### config.mk
export PLATFORM = sky130hd
export DESIGN_NAME = add16_seq_ctrl
export DESIGN_NICKNAME = d
export VERILOG_FILES = /design/src/rtl/add_ctrl_pkg.sv /design/src/rtl/cla_adder.sv /design/src/rtl/add16_seq_ctrl.sv
export SDC_FILE = /design/constraint.sdc
export NUM_CORES = 1
export LEC_CHECK = 0
export BUFFER_PORTS_ARGS = -buffer_cell sky130_fd_sc_hd__buf_2
export CELL_PAD_IN_SITES_DETAIL_PLACEMENT = 0
export CELL_PAD_IN_SITES_GLOBAL_PLACEMENT = 1
export CORE_MARGIN = 10
export CORE_UTILIZATION = 30
export CTS_CLUSTER_SIZE = 25
export DETAILED_ROUTE_END_ITERATION = 10
export HOLD_SLACK_MARGIN = 0.05
export MAX_ROUTING_LAYER = met4
export PLACE_DENSITY = 0.59
export SYNTH_ARGS = -nofsm -noshare
export SYNTH_HDL_FRONTEND = slang
export SYNTH_HIERARCHICAL = 1
export SYNTH_SLANG_ARGS = --single-unit
### constraint.sdc
create_clock -name clk -period 6.4 [get_ports clk]
set_input_delay 0.32 -clock clk [delete_from_list [all_inputs] [get_ports clk]]
set_output_delay 0.32 -clock clk [all_outputs]
set_load 0.02 [all_outputs]
### src/rtl/add_ctrl_pkg.sv
// Shared definitions for the nibble-serial adder controller and its slice.
package add_ctrl_pkg;

    // Width of the shared carry-lookahead adder slice.
    localparam int unsigned SLICE_W = 4;

    // Controller states.
    typedef enum logic [1:0] {
        ST_IDLE = 2'd0,
        ST_RUN  = 2'd1,
        ST_DONE = 2'd2
    } state_e;

    // Slice index width; a single-slice build still needs a 1-bit index.
    function automatic int unsigned idx_width(input int unsigned n_slices);
        return (n_slices > 1) ? $clog2(n_slices) : 1;
    endfunction

endpackage

### src/rtl/cla_adder.sv
// 4-bit carry-lookahead adder slice: out/cout = in1 + in2 + cin.
module cla_adder
    import add_ctrl_pkg::*;
(
    input  logic [SLICE_W-1:0] in1,
    input  logic [SLICE_W-1:0] in2,
    input  logic               cin,
    output logic [SLICE_W-1:0] out,
    output logic               cout
);

    logic [SLICE_W-1:0] gen;
    logic [SLICE_W-1:0] prop;
    logic [SLICE_W:0]   carry;

    assign gen  = in1 & in2;
    assign prop = in1 ^ in2;

    // Flattened lookahead carries, every carry computed directly from cin.
    always_comb begin
        carry    = '0;
        carry[0] = cin;
        carry[1] = gen[0]
                 | (prop[0] & cin);
        carry[2] = gen[1]
                 | (prop[1] & gen[0])
                 | (prop[1] & prop[0] & cin);
        carry[3] = gen[2]
                 | (prop[2] & gen[1])
                 | (prop[2] & prop[1] & gen[0])
                 | (prop[2] & prop[1] & prop[0] & cin);
        carry[4] = gen[3]
                 | (prop[3] & gen[2])
                 | (prop[3] & prop[2] & gen[1])
                 | (prop[3] & prop[2] & prop[1] & gen[0])
                 | (prop[3] & prop[2] & prop[1] & prop[0] & cin);
    end

    assign out  = prop ^ carry[SLICE_W-1:0];
    assign cout = carry[SLICE_W];

endmodule

### src/rtl/add16_seq_ctrl.sv
// Nibble-serial adder: one shared 4-bit slice processes a word over
// N_SLICES cycles, with a valid/ready handshake on both sides.
module add16_seq_ctrl
    import add_ctrl_pkg::*;
#(
    parameter int unsigned N_SLICES = 4
) (
    input  logic                        clk,
    input  logic                        rst,
    input  logic                        in_valid,
    output logic                        in_ready,
    input  logic [SLICE_W*N_SLICES-1:0] a,
    input  logic [SLICE_W*N_SLICES-1:0] b,
    input  logic                        cin,
    output logic                        out_valid,
    input  logic                        out_ready,
    output logic [SLICE_W*N_SLICES-1:0] sum,
    output logic                        cout,
    output logic                        ovf
);

    localparam int unsigned         IDX_W    = idx_width(N_SLICES);
    localparam logic [IDX_W-1:0]    IDX_LAST = IDX_W'(N_SLICES - 1);

    state_e                             state_q;
    logic [N_SLICES-1:0][SLICE_W-1:0]   a_q;
    logic [N_SLICES-1:0][SLICE_W-1:0]   b_q;
    logic [N_SLICES-1:0][SLICE_W-1:0]   sum_q;
    logic [IDX_W-1:0]                   idx_q;
    logic                               carry_q;
    logic                               cout_q;
    logic                               ovf_q;
    logic                               in_ready_q;
    logic                               out_valid_q;

    logic [SLICE_W-1:0]                 slice_a_d;
    logic [SLICE_W-1:0]                 slice_b_d;
    logic [SLICE_W-1:0]                 slice_sum_d;
    logic                               slice_cout_d;
    logic                               ovf_d;

    // Current nibble of the captured operands feeds the shared slice.
    assign slice_a_d = a_q[idx_q];
    assign slice_b_d = b_q[idx_q];

    cla_adder u_slice (
        .in1  (slice_a_d),
        .in2  (slice_b_d),
        .cin  (carry_q),
        .out  (slice_sum_d),
        .cout (slice_cout_d)
    );

    // Signed overflow, only meaningful while the top nibble is in the slice.
    assign ovf_d = (a_q[N_SLICES-1][SLICE_W-1] == b_q[N_SLICES-1][SLICE_W-1])
                && (slice_sum_d[SLICE_W-1] != a_q[N_SLICES-1][SLICE_W-1]);

    // Controller, datapath registers and registered handshake outputs.
    always_ff @(posedge clk or posedge rst) begin
        if (rst) begin
            state_q     <= ST_IDLE;
            a_q         <= '0;
            b_q         <= '0;
            sum_q       <= '0;
            idx_q       <= '0;
            carry_q     <= 1'b0;
            cout_q      <= 1'b0;
            ovf_q       <= 1'b0;
            in_ready_q  <= 1'b1;
            out_valid_q <= 1'b0;
        end else begin
            case (state_q)
                ST_IDLE: begin
                    if (in_valid && in_ready_q) begin
                        a_q        <= a;
                        b_q        <= b;
                        carry_q    <= cin;
                        idx_q      <= '0;
                        in_ready_q <= 1'b0;
                        state_q    <= ST_RUN;
                    end
                end
                ST_RUN: begin
                    sum_q[idx_q] <= slice_sum_d;
                    carry_q      <= slice_cout_d;
                    if (idx_q == IDX_LAST) begin
                        cout_q      <= slice_cout_d;
                        ovf_q       <= ovf_d;
                        out_valid_q <= 1'b1;
                        state_q     <= ST_DONE;
                    end else begin
                        idx_q <= idx_q + IDX_W'(1);
                    end
                end
                ST_DONE: begin
                    if (out_ready) begin
                        out_valid_q <= 1'b0;
                        in_ready_q  <= 1'b1;
                        state_q     <= ST_IDLE;
                    end
                end
                default: begin
                    out_valid_q <= 1'b0;
                    in_ready_q  <= 1'b1;
                    state_q     <= ST_IDLE;
                end
            endcase
        end
    end

    assign in_ready  = in_ready_q;
    assign out_valid = out_valid_q;
    assign sum       = sum_q;
    assign cout      = cout_q;
    assign ovf       = ovf_q;

endmodule

# Yosys cells after proc, flatten, opt, wreduce, memory -nomap -nowiden
# Cells that the tools add are included.
[totals]
romBits = 0
ff_bits = 57
ram_bits = 0
output_inout_bits = 20
memories = 0
latch_bits = 0
elab_cells = 96
[classes]
mux = 22
addsub = 1
n_eq_ne = 9
n_mul = 0
n_div = 0
order_cmp = 2
shift = 0
bitwise = 31
reduce_logical = 12
[ops]
columns = ["operator", "count"]
rows = [
  ["$and 1x1->1", 16],
  ["$bmux 4 s2", 2],
  ["$bwmux 16", 1],
  ["$mux 4", 3],
  ["$reduce_and 3->1", 4],
  ["$mux 2", 5],
  ["$or 1x1->1", 10],
  ["$demux 4 s2", 1],
  ["$ne 2x2->1 const B", 4],
  ["$xor 4x4->4", 2],
  ["$pmux 1 s3", 2],
  ["$pmux 2 s3", 1],
  ["$reduce_and 2->1", 3],
  ["$mux 1", 5],
  ["$and 4x4->4", 1],
  ["$eq 2x2->1 const B", 2],
  ["$pmux 2 s2", 1],
  ["$logic_and 1x1->1", 3],
  ["$lt 2x3->1 const B", 1],
  ["$add 2x1->2 const B", 1],
  ["$eq 2x1->1 const B", 1],
  ["$ge 2x1->1 const B", 1],
  ["$logic_not 2->1", 1],
  ["$not 1->1", 2],
  ["other kinds (4)", 4],
]

# Depth between registers and ports, before layout
[depth]
word_depth = 10
mapped_depth = 9
mapped_depth_nobuf = 8

# Modules after synthesis
# Netlist, hierarchy kept.
[modules_own_cells]
columns = ["module", "seq_area_each_um2", "n_inst", "area_each_um2", "cells_per_inst"]
rows = [
  ["add16_seq_ctrl", 1427.6, 1, 2621.3, 164],
  ["cla_adder", 0.0, 1, 147.6, 17],
]

# Worst setup path after synthesis
# No wires, ideal clock.
[synth_path]
path_kind = "register to register"
from = "register idx_q[0]"
to = "register ovf_q (netlist: ovf)"
t_required_ns = 6.315
period_less_slack_ns = 2.608
path_buffers = 1
path_stages_with_launch = 10
arrival_time_ns = 2.523
setup_slack_ns = 3.792
path_cell_list = "dfrtp_1 -> buf_2 -> mux4_2 -> ha_1 -> a21o_1 -> a31o_1 -> xor2_1 -> nor3b_1 -> a21oi_1 -> o21ai_0"
[synth_via]
word_cells_on_any_way = 19
classes_between = "eq/ne: 2; mux: 4; bitwise: 11; reduce/logical: 2"
[synth_lines]
columns = ["item", "line_no", "rtl"]
rows = [
  ["start: declaration", "add16_seq_ctrl.sv:29", "logic [IDX_W-1:0] idx_q;"],
  ["start signal: assignment", "add16_seq_ctrl.sv:92", "idx_q <= idx_q + IDX_W'(1);"],
  ["$bmux 4 s2 *", "add16_seq_ctrl.sv:43", "assign slice_a_d = a_q[idx_q];"],
  ["$mux 4 (implied by the code) *", "add16_seq_ctrl.sv:43", ""],
  ["via slice_a_d[0]", "add16_seq_ctrl.sv:36", "logic [SLICE_W-1:0] slice_a_d;"],
  ["$and 4x4->4 / $xor 4x4->4 (equally long branches)", "cla_adder.sv:16, cla_adder.sv:17", ""],
  ["$and 1x1->1, on equally long branches", "cla_adder.sv:30, cla_adder.sv:31", ""],
  ["$or 1x1->1 / $and 1x1->1 (equally long branches)", "cla_adder.sv:30, cla_adder.sv:31", ""],
  ["$or 1x1->1 *", "cla_adder.sv:31", "| (prop[2] & prop[1] & prop[0] & cin);"],
  ["$xor 4x4->4 *", "cla_adder.sv:39", "assign out = prop ^ carry[SLICE_W-1:0];"],
  ["via slice_sum_d[3]", "add16_seq_ctrl.sv:38", "logic [SLICE_W-1:0] slice_sum_d;"],
  ["$ne 1x1->1 *", "add16_seq_ctrl.sv:56", "&& (slice_sum_d[SLICE_W-1] != a_q[N_SLICES-1][SLICE_W-1]);"],
  ["$logic_and 1x1->1 *", "add16_seq_ctrl.sv:56", ""],
  ["end signal: assignment", "add16_seq_ctrl.sv:88", "ovf_q <= ovf_d;"],
  ["end: declaration", "add16_seq_ctrl.sv:32", "logic ovf_q;"],
]
# The timed path passes the listed nets; every way through them passes the cells marked *. The select of a mux whose other input is x is not followed.
# A chain may end at the register's enable or synchronous reset.

# Worst setup path in the final report
[layout_path]
from = "register idx_q[0]"
to = "register ovf_q (netlist: ovf)"
[layout_via]
elab_chain_len = 10
word_cells_on_any_way = 19
classes_between = "eq/ne: 2; mux: 4; bitwise: 11; reduce/logical: 2"
[layout_rtl]
columns = ["item", "line_no", "rtl"]
rows = [
  ["$bmux 4 s2 *", "add16_seq_ctrl.sv:43", ""],
  ["$mux 4 (implied by the code) *", "add16_seq_ctrl.sv:43", ""],
  ["via slice_a_d[2]", "add16_seq_ctrl.sv:36", ""],
  ["$xor 4x4->4", "cla_adder.sv:17", "assign prop = in1 ^ in2;"],
  ["$and 1x1->1, on equally long branches", "cla_adder.sv:29, cla_adder.sv:30, cla_adder.sv:31", ""],
  ["$or 1x1->1 (tied with other cells)", "cla_adder.sv:29", "| (prop[2] & gen[1])"],
  ["$or 1x1->1 / $and 1x1->1 (equally long branches)", "cla_adder.sv:30, cla_adder.sv:31", ""],
  ["$or 1x1->1 *", "cla_adder.sv:31", ""],
  ["$xor 4x4->4 *", "cla_adder.sv:39", ""],
  ["via slice_sum_d[3]", "add16_seq_ctrl.sv:38", ""],
  ["$ne 1x1->1 *", "add16_seq_ctrl.sv:56", ""],
  ["$logic_and 1x1->1 *", "add16_seq_ctrl.sv:56", ""],
]
# Marks and branches as above.

==> reports/metrics.cfg <==
[run_status]
status=complete, no violations

[clock_tree]
clock-sinks=57
htreeDepth=3
cts_hold_buffers=0
clkLatencyLatePin_ns=0.34
clockRootBuffer=clkbuf_8
cts_buffers=9
cts_resized=0
cts_buffer_depth=2
cts.clk_slew.worst_paths_ns=0.08
post_cts_buffers=0
tritoncts=built

[power_and_ir_drop]
p_per_area_nw_per_um2=567.1
ir_drop_v=0.0001938
totalPowerFinal_uw=1903
power_leakage_uw=0.001627

[final_layout]
final_nets=288
instances_no_fill=355
diodes=0
ff_latch_area_sq_um=1428
multi_input_area_sq_um=1207
layout-drive-gt1-share_pct=54.25
fillers=869
final_cell_mix=dfrtp_1 (56), buf_2 (56), mux2_4 (30), mux2_2 (18)
area_growth_pct=21.19

[setup_path]
r2r_slack_ns=3.44
crit_path_max_fanout=13
critPathCaptureType=flip-flop
rr_endpoint=ovf
cp_data_arrival_time_ns=3.21
ff2ff_path_depth=8
r2r_start=idx_q[0]
worst_setup_path_start_kind=flip-flop
required_ns=6.65
crit_type=flip-flop to flip-flop

[yosys]
synth_top_area_share_pct=50.61
synth_edf_count=0
synth_nets=227
synth_cell_types=31
mappedNetlistArea_sq_um=2769
async_reset_ff_share_pct=100.0
yosys-top-cells-area=dfrtp_1 (51%), mux2_4 (16%), mux2_2 (7.3%)
yosys.area.top_type=dfrtp_1
ys_ff_latch=57
yosysWarnings=6
synth_cells=181
synth-seq-area-share_pct=51.56
synth_top_flop_cell=dfrtp_1
syn_avg_cell_area_sq_um=15.30

[place]
place_hpwl_um=4397
dp_slack_ns=3.365
gp_congestion=0.7531
portBuffers=56
dp.cells=339

[timing]
worst_pin_slew_ns=0.7195
setup_violations=0
finalSetupTns_ns=0
timing.final.crit_share_pct=46.32
rsz0062_at_grt=false
slew_viol_final=0
fmax_ghz=0.3374
fin_ws_ns=3.436
hold_viol_final=0
slew_headroom_pct=52.03
fin_skew_ns=0.01450
period_needed_ns=2.964

[floorplan]
fp.dieArea_sq_um=13470
die_w_um=116.1
start_util_pct=31.29
die_y_um=116.1
core_sq_um=8848
pin_count=57
rows=34

[drt]
drcViolationCount=0
drt_pass1_iterations=4
viasPerCell=4.575
drt_iter0_drc=74
drt-total-wl_um=6031
ant_nets=0
post_drt_wl_per_cell_um=16.99
vias=1624

[global_route]
grt_pass1_wl_um=9425
antenna_found_initial=0
grt_pass1_vias=1750
grt_max_degree=58
grt_overflow=0
grt_usage_pct=9.705

[run]
max_cap_viol_count=0

[worst_hold_path]
hold_class=primary input to asynchronous set/reset pin

Yosys cell counts, drive strengths merged (2+ instances only):
cell type / n
a21o: 3
a21oi: 4
buf: 7
dfrtp: 56
ha: 8
inv: 10
mux2: 48
mux4: 8
nand2: 10
nor2: 4
nor3b: 2
o21ai: 4
xnor2: 2
worst max-delay path, cell delays in order, from the launching register on:
cell     delay, ns
dfrtp_1       0.76
mux4_2        0.59
ha_1          0.35
a21o_1        0.19
a31o_1        0.20
xor2_1        0.35
nor3b_1       0.24
a21oi_1       0.05
o21ai_0       0.14
worst max path at each step:
stage | startpoint | endpoint | slack [ns]
final | idx_q[0] | ovf | 3.44
after global routing | idx_q[0] | ovf | 3.16
after CTS | idx_q[0] | ovf | 3.36
after detailed placement | idx_q[0] | ovf | 3.37
after global placement | idx_q[0] | ovf | 3.45
after floorplan | idx_q[0] | ovf | 3.79
power breakdown:
group | internal, uW | switching [uW]
combinational | 427 | 397
clock | 270 | 148
sequential | 527 | 135
total | 1220 | 679
state kept, by name, summed over array words and instances (netlist names):
register,cells
carry_q,1
idx_q,2
sum,16
in_ready,1
a_q,16
cout,1
b_q,16
ovf,1
state_q,2
out_valid,1
logic make-up after synthesis:
kind of cell | Yosys count | synth area share, %
flip-flops | 57 | 51.56
multiplexers | 56 | 30.09
AND/OR/NAND/NOR | 22 | 4.519
buffers and inverters | 18 | 4.835
AO/OA/AOI/OAI | 16 | 3.706
adder cells (fa/ha/maj) | 9 | 4.338
XOR/XNOR | 3 | 0.9491
stage by stage:
step                instance area, sq um  util [%]  hold slack [ns]
floorplan                           2769         -           0.3914
global placement                    3103     35.07           0.4685
detailed placement                  3103     35.07           0.4692
CTS                                 3356     37.92           0.1718
global route                        3356     37.92           0.1897
finish                              3356     37.92           0.1852
per-layer routing:
| layer | GRT usage [%] | share of wire (%) | routed length, um | up-vias |
|---|---|---|---|---|
| met3 | 2.842 | 4.5 | 273 | 10 |
| met1 | 12.02 | 46 | 2760 | 810 |
| li1 | - | - | - | 768 |
| met5 | - | 0 | 0 | - |
| met2 | 13.84 | 48 | 2873 | 36 |
| met4 | 5.505 | 2.1 | 124 | 0 |
final cells by class:
| cell class | instances | area share, % |
|---|---|---|
| clock buffers | 10 | 4.101 |
| repair buffers | 58 | 8.799 |
| inverters | 10 | 1.119 |
| flip-flops and latches | 57 | 42.54 |
| clock inverters | 6 | 3.430 |
| multi-input cells | 106 | 35.98 |
| well taps | 108 | 4.027 |
Note: power is estimated with default switching activity, not from simulation.
